===== config.mk =====
export PLATFORM = sky130hd
export DESIGN_NAME = mnvg_stream
export DESIGN_NICKNAME = d
export VERILOG_FILES = /design/src/rtl/mnvg_stream.sv
export SDC_FILE = /design/constraint.sdc
export NUM_CORES = 1
export LEC_CHECK = 0
export CAP_MARGIN = 20
export CORE_ASPECT_RATIO = 1.2
export CORE_MARGIN = 3
export CORE_UTILIZATION = 54
export CTS_BUF_LIST = sky130_fd_sc_hd__clkbuf_2 sky130_fd_sc_hd__clkbuf_4 sky130_fd_sc_hd__clkbuf_8
export DETAILED_ROUTE_END_ITERATION = 10
export PLACE_DENSITY = 0.83
export SLEW_MARGIN = 20
export SYNTH_ARGS = -nofsm -noshare
export SYNTH_HDL_FRONTEND = slang
export SYNTH_SLANG_ARGS = --single-unit
export TNS_END_PERCENT = 20

===== constraint.sdc =====
create_clock -name clk -period 1.95 [get_ports clk]
set_input_delay 0.195 -clock clk [delete_from_list [all_inputs] [get_ports clk]]
set_output_delay 0.195 -clock clk [all_outputs]
set_load 0.1 [all_outputs]

===== src/rtl/mnvg_stream.sv =====
// Streaming min-sum check-node helper. A pipelined comparator tree reduces each beat to
// (min1, min2, idx). An accumulator then folds BEATS beats into one row result.
module mnvg_stream #(
  parameter int W     = 6,
  parameter int N     = 8,
  parameter int BEATS = 2,
  localparam int IDXW = ($clog2(N*BEATS) < 1) ? 1 : $clog2(N*BEATS)
) (
  input  logic                 clk,
  input  logic                 rst,
  input  logic                 in_valid,
  input  logic [N*(W-1)-1:0]   x,
  input  logic                 flush,
  output logic                 out_valid,
  output logic [W-2:0]         min1,
  output logic [W-2:0]         min2,
  output logic [IDXW-1:0]      idx
);

  localparam int M  = W - 1;
  localparam int L  = $clog2(N);
  localparam int BW = (BEATS > 1) ? $clog2(BEATS) : 1;

  // A is the lower-index triple, so ties resolve toward A.
  function automatic logic [2*M+IDXW-1:0] merge3(
    input logic [M-1:0]    a1,
    input logic [M-1:0]    a2,
    input logic [IDXW-1:0] ai,
    input logic [M-1:0]    b1,
    input logic [M-1:0]    b2,
    input logic [IDXW-1:0] bi
  );
    if (a1 <= b1)
      return {a1, ((a2 <= b1) ? a2 : b1), ai};
    else
      return {b1, ((b2 <= a1) ? b2 : a1), bi};
  endfunction

  genvar gi, gj;
  generate
    for (gi = 0; gi < L; gi++) begin : g_lvl
      localparam int CNT = N >> (gi + 1);
      logic v_in;
      logic v_reg;

      if (gi == 0) begin : g_v0
        assign v_in = in_valid;
      end else begin : g_vn
        assign v_in = g_lvl[gi-1].v_reg;
      end

      always_ff @(posedge clk or negedge rst) begin
        if (!rst) v_reg <= 1'b0;
        else      v_reg <= v_in & ~flush;
      end

      for (gj = 0; gj < CNT; gj++) begin : g_node
        logic [M-1:0]    m1_next, m2_next;
        logic [IDXW-1:0] ix_next;
        logic [M-1:0]    m1_reg, m2_reg;
        logic [IDXW-1:0] ix_reg;

        if (gi == 0) begin : g_leaf
          logic [M-1:0] lo, hi;
          assign lo      = x[(2*gj)*M +: M];
          assign hi      = x[(2*gj+1)*M +: M];
          assign m1_next = (lo <= hi) ? lo : hi;
          assign m2_next = (lo <= hi) ? hi : lo;
          assign ix_next = (lo > hi) ? IDXW'(2*gj + 1) : IDXW'(2*gj);
        end else begin : g_merge
          assign {m1_next, m2_next, ix_next} = merge3(
            g_lvl[gi-1].g_node[2*gj].m1_reg,   g_lvl[gi-1].g_node[2*gj].m2_reg,
            g_lvl[gi-1].g_node[2*gj].ix_reg,
            g_lvl[gi-1].g_node[2*gj+1].m1_reg, g_lvl[gi-1].g_node[2*gj+1].m2_reg,
            g_lvl[gi-1].g_node[2*gj+1].ix_reg);
        end

        // Data follows the valid bit; stale data behind a cleared valid is harmless.
        always_ff @(posedge clk or negedge rst) begin
          if (!rst) begin
            m1_reg <= '0;
            m2_reg <= '0;
            ix_reg <= '0;
          end else begin
            m1_reg <= m1_next;
            m2_reg <= m2_next;
            ix_reg <= ix_next;
          end
        end
      end
    end
  endgenerate

  logic            t_v;
  logic [M-1:0]    t_m1, t_m2;
  logic [IDXW-1:0] t_ix, t_ix_g;

  assign t_v  = g_lvl[L-1].v_reg;
  assign t_m1 = g_lvl[L-1].g_node[0].m1_reg;
  assign t_m2 = g_lvl[L-1].g_node[0].m2_reg;
  assign t_ix = g_lvl[L-1].g_node[0].ix_reg;

  logic [BW-1:0]   beat_reg;
  logic [M-1:0]    acc_m1_reg, acc_m2_reg;
  logic [IDXW-1:0] acc_ix_reg;
  logic [M-1:0]    row_m1_next, row_m2_next;
  logic [IDXW-1:0] row_ix_next;
  logic [M-1:0]    mg_m1, mg_m2;
  logic [IDXW-1:0] mg_ix;
  logic            last_beat;

  assign last_beat = (beat_reg == BW'(BEATS - 1));

  always_comb begin
    t_ix_g = t_ix + (IDXW'(beat_reg) << L);
    {mg_m1, mg_m2, mg_ix} = merge3(acc_m1_reg, acc_m2_reg, acc_ix_reg, t_m1, t_m2, t_ix_g);
    row_m1_next = mg_m1;
    row_m2_next = mg_m2;
    row_ix_next = mg_ix;
    if (beat_reg == '0) begin
      row_m1_next = t_m1;
      row_m2_next = t_m2;
      row_ix_next = t_ix;
    end
  end

  always_ff @(posedge clk or negedge rst) begin
    if (!rst) begin
      beat_reg   <= '0;
      acc_m1_reg <= '0;
      acc_m2_reg <= '0;
      acc_ix_reg <= '0;
      out_valid  <= 1'b0;
      min1       <= '0;
      min2       <= '0;
      idx        <= '0;
    end else if (flush) begin
      beat_reg   <= '0;
      acc_m1_reg <= '0;
      acc_m2_reg <= '0;
      acc_ix_reg <= '0;
      out_valid  <= 1'b0;
    end else begin
      out_valid <= 1'b0;
      if (t_v) begin
        acc_m1_reg <= row_m1_next;
        acc_m2_reg <= row_m2_next;
        acc_ix_reg <= row_ix_next;
        if (last_beat) begin
          beat_reg  <= '0;
          out_valid <= 1'b1;
          min1      <= row_m1_next;
          min2      <= row_m2_next;
          idx       <= row_ix_next;
        end else begin
          beat_reg <= beat_reg + BW'(1);
        end
      end
    end
  end

endmodule

# Word-level counts from Yosys, hierarchy flattened
# Cells that the tools add are included.
# word_totals
regBits	123
word_cells	99
output_inout_bits	15
inputBits	44
# classes
reduce_logical	2
bitwise_logic	4
addsub	2
n_lt_le_gt_ge	20
n_mux	39
# ops
cell	count
$mux W5	22
$le A5 B5 Y1	16
$mux W14	4
$gt A5 B5 Y1	4
$mux W4	3
$mux W1	10
$add A4 B4 Y4	1
$and A1 B1 Y1	3
$reduce_and A3 Y1	1
$reduce_bool A2 Y1	1
$add A1 B1 Y1 const B	1
$not A1 Y1	1

# Depth between registers and ports, before layout
# logic_depth
ltp_word	6
depth_mapped	9
ltp_nobuf	8

# Worst setup path before layout
# No wires, ideal clock.
# synth_timing
kind	register to register
from	register g_lvl[2].g_node[0].m1_reg[4]
to	register idx[2]
required_time_ps	1815
arrival_time_ps	1844
path_stages_with_launch	10
setup_time_ps	135
path_buffers	1
period_less_slack_ps	1979
slack_ps	-29
cell_sequence	dfrtp_1 > inv_1 > ha_1 > and3_4 > a211oi_2 > a32o_2 > nand2_4 > buf_6 > mux2i_1 > o21ai_0
# synth_between
elab_chain_cells	3
# synth_lines
element	line	text
start, declared	60	logic [M-1:0] m1_reg, m2_reg;
start signal, assigned	85	m1_reg <= m1_next;
$le A5 B5 Y1	33	if (a1 <= b1)
$mux W14	33	
$mux W4	120	if (beat_reg == '0) begin
end signal, assigned	154	idx <= row_ix_next;
end, declared	17	output logic [IDXW-1:0] idx
# No other way between the ends.
# A chain may end at the register's enable or synchronous reset.

# Worst setup path in the final report
# layout_timing
from	register g_lvl[2].g_node[0].m1_reg[4]
to	register acc_m2_reg[2]
# layout_between
elab_chain_cells	6
elab_cells_between_ends	7
classes_between	order compare (2); mux (5)
# layout_lines
element	line	text
$le A5 B5 Y1	34	return {a1, ((a2 <= b1) ? a2 : b1), ai};
$mux W5	34	
$mux W14 (*)	33	
$mux W5 (*)	120	
$mux W5 (*)	145	if (t_v) begin
$mux W5 (*)	137	end else if (flush) begin
end signal, assigned	147	acc_m2_reg <= row_m2_next;
end, declared	104	logic [M-1:0] acc_m1_reg, acc_m2_reg;
# Every way passes the cells marked *; elsewhere a longest branch is shown, timed or not. The select of a mux whose other input is x is not followed.

==> flow_metrics.tcl <==
set metrics [dict create \
    clkTransAtPathRegs_ns 0.07 \
    sw_frac_of_total_pct 36.3 \
    design.die.area_um2 13800 \
    drt_wl_total_um 17800 \
    reg2reg_depth 9 \
    crit_chain "inv_2 > ha_4 > and3_4 > a211oi_4 > buf_4 > a32oi_4 > o21ai_4 > nor2_1 > o41ai_2" \
    synth.most_common_cell "dfrtp_1" \
    worstMarginPinSlew_ns 0.551 \
    powerDensity_nw_per_um2 1140 \
    ir_drop_uv 582 \
    hold_class "input port to asynchronous set/reset pin" \
    cts_tree "done" \
    relSlewSlack_pct 63.2 \
    pwr-share-clk_pct 23.7 \
    clk_path_buf_depth 2 \
    worst_slack_ns -0.154 \
    antenna_cells 0 \
    final_max_slew_viol_count 0 \
    portBuffers 58 \
    fin_hold_ws_ns 0.210 \
    synth-seq-area-share_pct 43.3 \
    dpl.hpwl_um 12300 \
    worst_ep_required_time_ns 2.26 \
    p_int_mw 6.65 \
    synth_edf_count 0 \
    initial_utilization_pct 56.6 \
    place_congestion 0.965 \
    dp.cells 917 \
    synth_top_area_cell "dfrtp_1" \
    switching_power_mw 3.78 \
    root_buffer "clkbuf_8" \
    crit_type "register to register" \
    num_rows 43 \
    drive_gt1_share_pct 35.0 \
    instances_no_fill 958 \
    arrival_ns 2.42 \
    vias 5501 \
    wl_per_cell_um 18.6 \
    p_comb_share_pct 44.7 \
    synth-seq-cells 116 \
    fillerInstances 733 \
    finalSetupViolCount 24 \
    gr-total-overflow 0 \
    h-tree-depth 4 \
    nets 912 \
    fin_tns_setup_ns -2.47 \
    cts_buffers 17 \
    dp_slack_ns -0.657 \
    netlist_top_cells_count "dfrtp_1, ha_1, inv_1" \
    period_needed_ns 2.10 \
    syn_inst 619 \
    r2r_start "g_lvl[2].g_node[0].m1_reg[4]$_DFF_PN0_" \
    ios 59 \
    core-area_um2 11800 \
    antenna_found_initial 0 \
    cpPeakStageDelay_ns 0.42 \
    finalClockSkew_ns 0.0113 \
    grt_pass1_vias 6054 \
    grt_setup_unrepaired "yes" \
    p_leak_nw 4.35 \
    min_period_over_period_pct 108 \
    yosysTopAreaCellShare_pct 43.3 \
    ys_warn_count 0 \
    worst-path-max-fanout 5 \
    outcome "finished, violations left" \
    die_h_um 128 \
    crit_path_end_kind "register" \
    die_w_um 108 \
    crit_start "g_lvl[2].g_node[0].m1_reg[4]$_DFF_PN0_" \
    synth_flop_cell "dfrtp_1" \
    drt-initial-drc-count 279 \
    hold_viol 0 \
    syn_nets 743 \
    seqPwrFrac_pct 31.6 \
    cp_slowest_cell "dfrtp_1" \
    cap_violations 0 \
    drt.antenna.violating_nets 0 \
    grt_max_degree 66 \
    startpoint_type "register" \
    avgSynthCellArea_um2 10.8 \
    grt_first_pass_wirelength_um 27500 \
    yosys-top-cells-area "dfrtp_1, ha_1, mux2i_1, mux2_2, inv_1" \
    track_usage_pct 25.5 \
    violations "negative setup slack" \
    first_pass_iters 5 \
    netlist_area_um2 6700 \
    area_growth_syn_to_layout_pct 36.6 \
    synth_cell_types 43 \
    avgViaCountPerCell 5.74 \
    timing.fmax_ghz 0.475 \
    async_flop_share_pct 100 \
    clock_latency_ns 0.43 \
    drc 0 \
    cts_sinks 116 \
]
==> layout make-up <==
cell class / instances / area [µm²] / area share, %
multi-input cells: 422 / 3930 / 42.9
clock buffers: 20 / 275 / 3.01
well taps: 157 / 196 / 2.15
clock inverters: 12 / 176 / 1.93
inverters: 66 / 250 / 2.73
flip-flops and latches: 116 / 2900 / 31.7
repair buffers: 165 / 1420 / 15.5
==> per-stage QoR <==
stage / area (µm²) / util [%] / power, mW
global placement: 8150 / 68.9 / 7.13
detailed placement: 8150 / 68.9 / 7.34
floorplan: 6720 / - / 5.79
finish: 9160 / 77.4 / 10.4
global route: 9160 / 77.4 / 11.0
CTS: 8850 / 74.8 / 10.1
==> power groups by stage <==
stage          registers (mW)  logic [mW]  clock network [mW]
6_report                 3.30        4.66                2.47
5_1_grt                  3.33        5.09                2.61
4_1_cts                  3.26        4.32                2.49
3_5_place_dp             3.28        4.07                   0
3_3_place_gp             3.26        3.86                   0
2_1_floorplan            3.32        2.47                   0
==> worst paths after layout <==
check                                                         endpoint  slack [ns]
worst max-delay path                         acc_m2_reg[2]$_DFFE_PN0P_       -0.15
worst min-delay path                         acc_m2_reg[3]$_DFFE_PN0P_        0.21
worst max register to register               acc_m2_reg[2]$_DFFE_PN0P_       -0.15
worst min register to register  g_lvl[1].g_node[1].ix_reg[2]$_DFF_PN0_        0.40
max in group asynchronous       g_lvl[2].g_node[0].m1_reg[0]$_DFF_PN0_        1.01
min in group clk                              g_lvl[0].v_reg$_DFF_PN0_        0.35
==> cells by family (layout without fill, tap and decap cells) <==
kind of cell	count (synthesis)	count (layout)	share of synthesized area [%]
AOI/OAI and AO/OA	106	106	10.8
xor gates and xnor gates	1	1	0.131
adders and majority gates	80	80	14.9
buffers and inverters	82	263	4.85
DFF	116	116	43.3
muxes	100	100	15.8
other	1	1	0.0559
and+or+nand+nor	133	134	10.1
==> critical path: cells and delay by family (launching register included) <==
kind	cells	cell delay, ns
simple gates	2	0.30
compound gates	4	0.79
flops	1	0.42
buf+inv	2	0.26
fa+ha+maj	1	0.21
==> timing repair <==
action                                  CTS  global route
endpoints found under the setup margin   91            77
endpoints found under the hold margin    21             0
hold buffers                              1             0
setup buffers                             4             3
pin swaps                                15            13
cloned                                    2             0
gates resized for setup                  44            57
==> layout by cell type, fill, tap and decap left out, types with 6 or more instances in the layout <==
| cell type | Yosys | layout |
|---|---|---|
| a211oi_1 | 22 | 9 |
| ha_4 | 0 | 9 |
| o21ai_1 | 1 | 10 |
| dfrtp_1 | 116 | 115 |
| nor2_4 | 0 | 7 |
| nand3_1 | 12 | 11 |
| a211oi_2 | 1 | 9 |
| nor2_1 | 27 | 19 |
| nor2b_1 | 27 | 23 |
| o21ai_0 | 21 | 12 |
| nand2_1 | 32 | 32 |
| nand2b_1 | 7 | 7 |
| buf_4 | 0 | 109 |
| a21oi_1 | 27 | 21 |
| o22ai_1 | 7 | 6 |
| inv_1 | 65 | 60 |
| clkdlybuf4s50_1 | 0 | 42 |
| clkbuf_8 | 0 | 20 |
| nand4_1 | 7 | 7 |
| mux2i_1 | 54 | 53 |
| ha_1 | 80 | 71 |
| mux2_2 | 46 | 46 |
| a21oi_2 | 1 | 6 |
| buf_6 | 1 | 10 |
| o211ai_1 | 6 | 6 |
| o41ai_2 | 0 | 7 |
==> metal layers <==
layer	global-route usage (%)	part of all wire (%)	up-vias
met1	25.7	36	2721
li1	-	-	2534
met4	15.4	4.6	0
met2	48.0	56	180
met3	4.38	3.7	66
met5	0	0	-
Power figures use the tool's default switching activity.
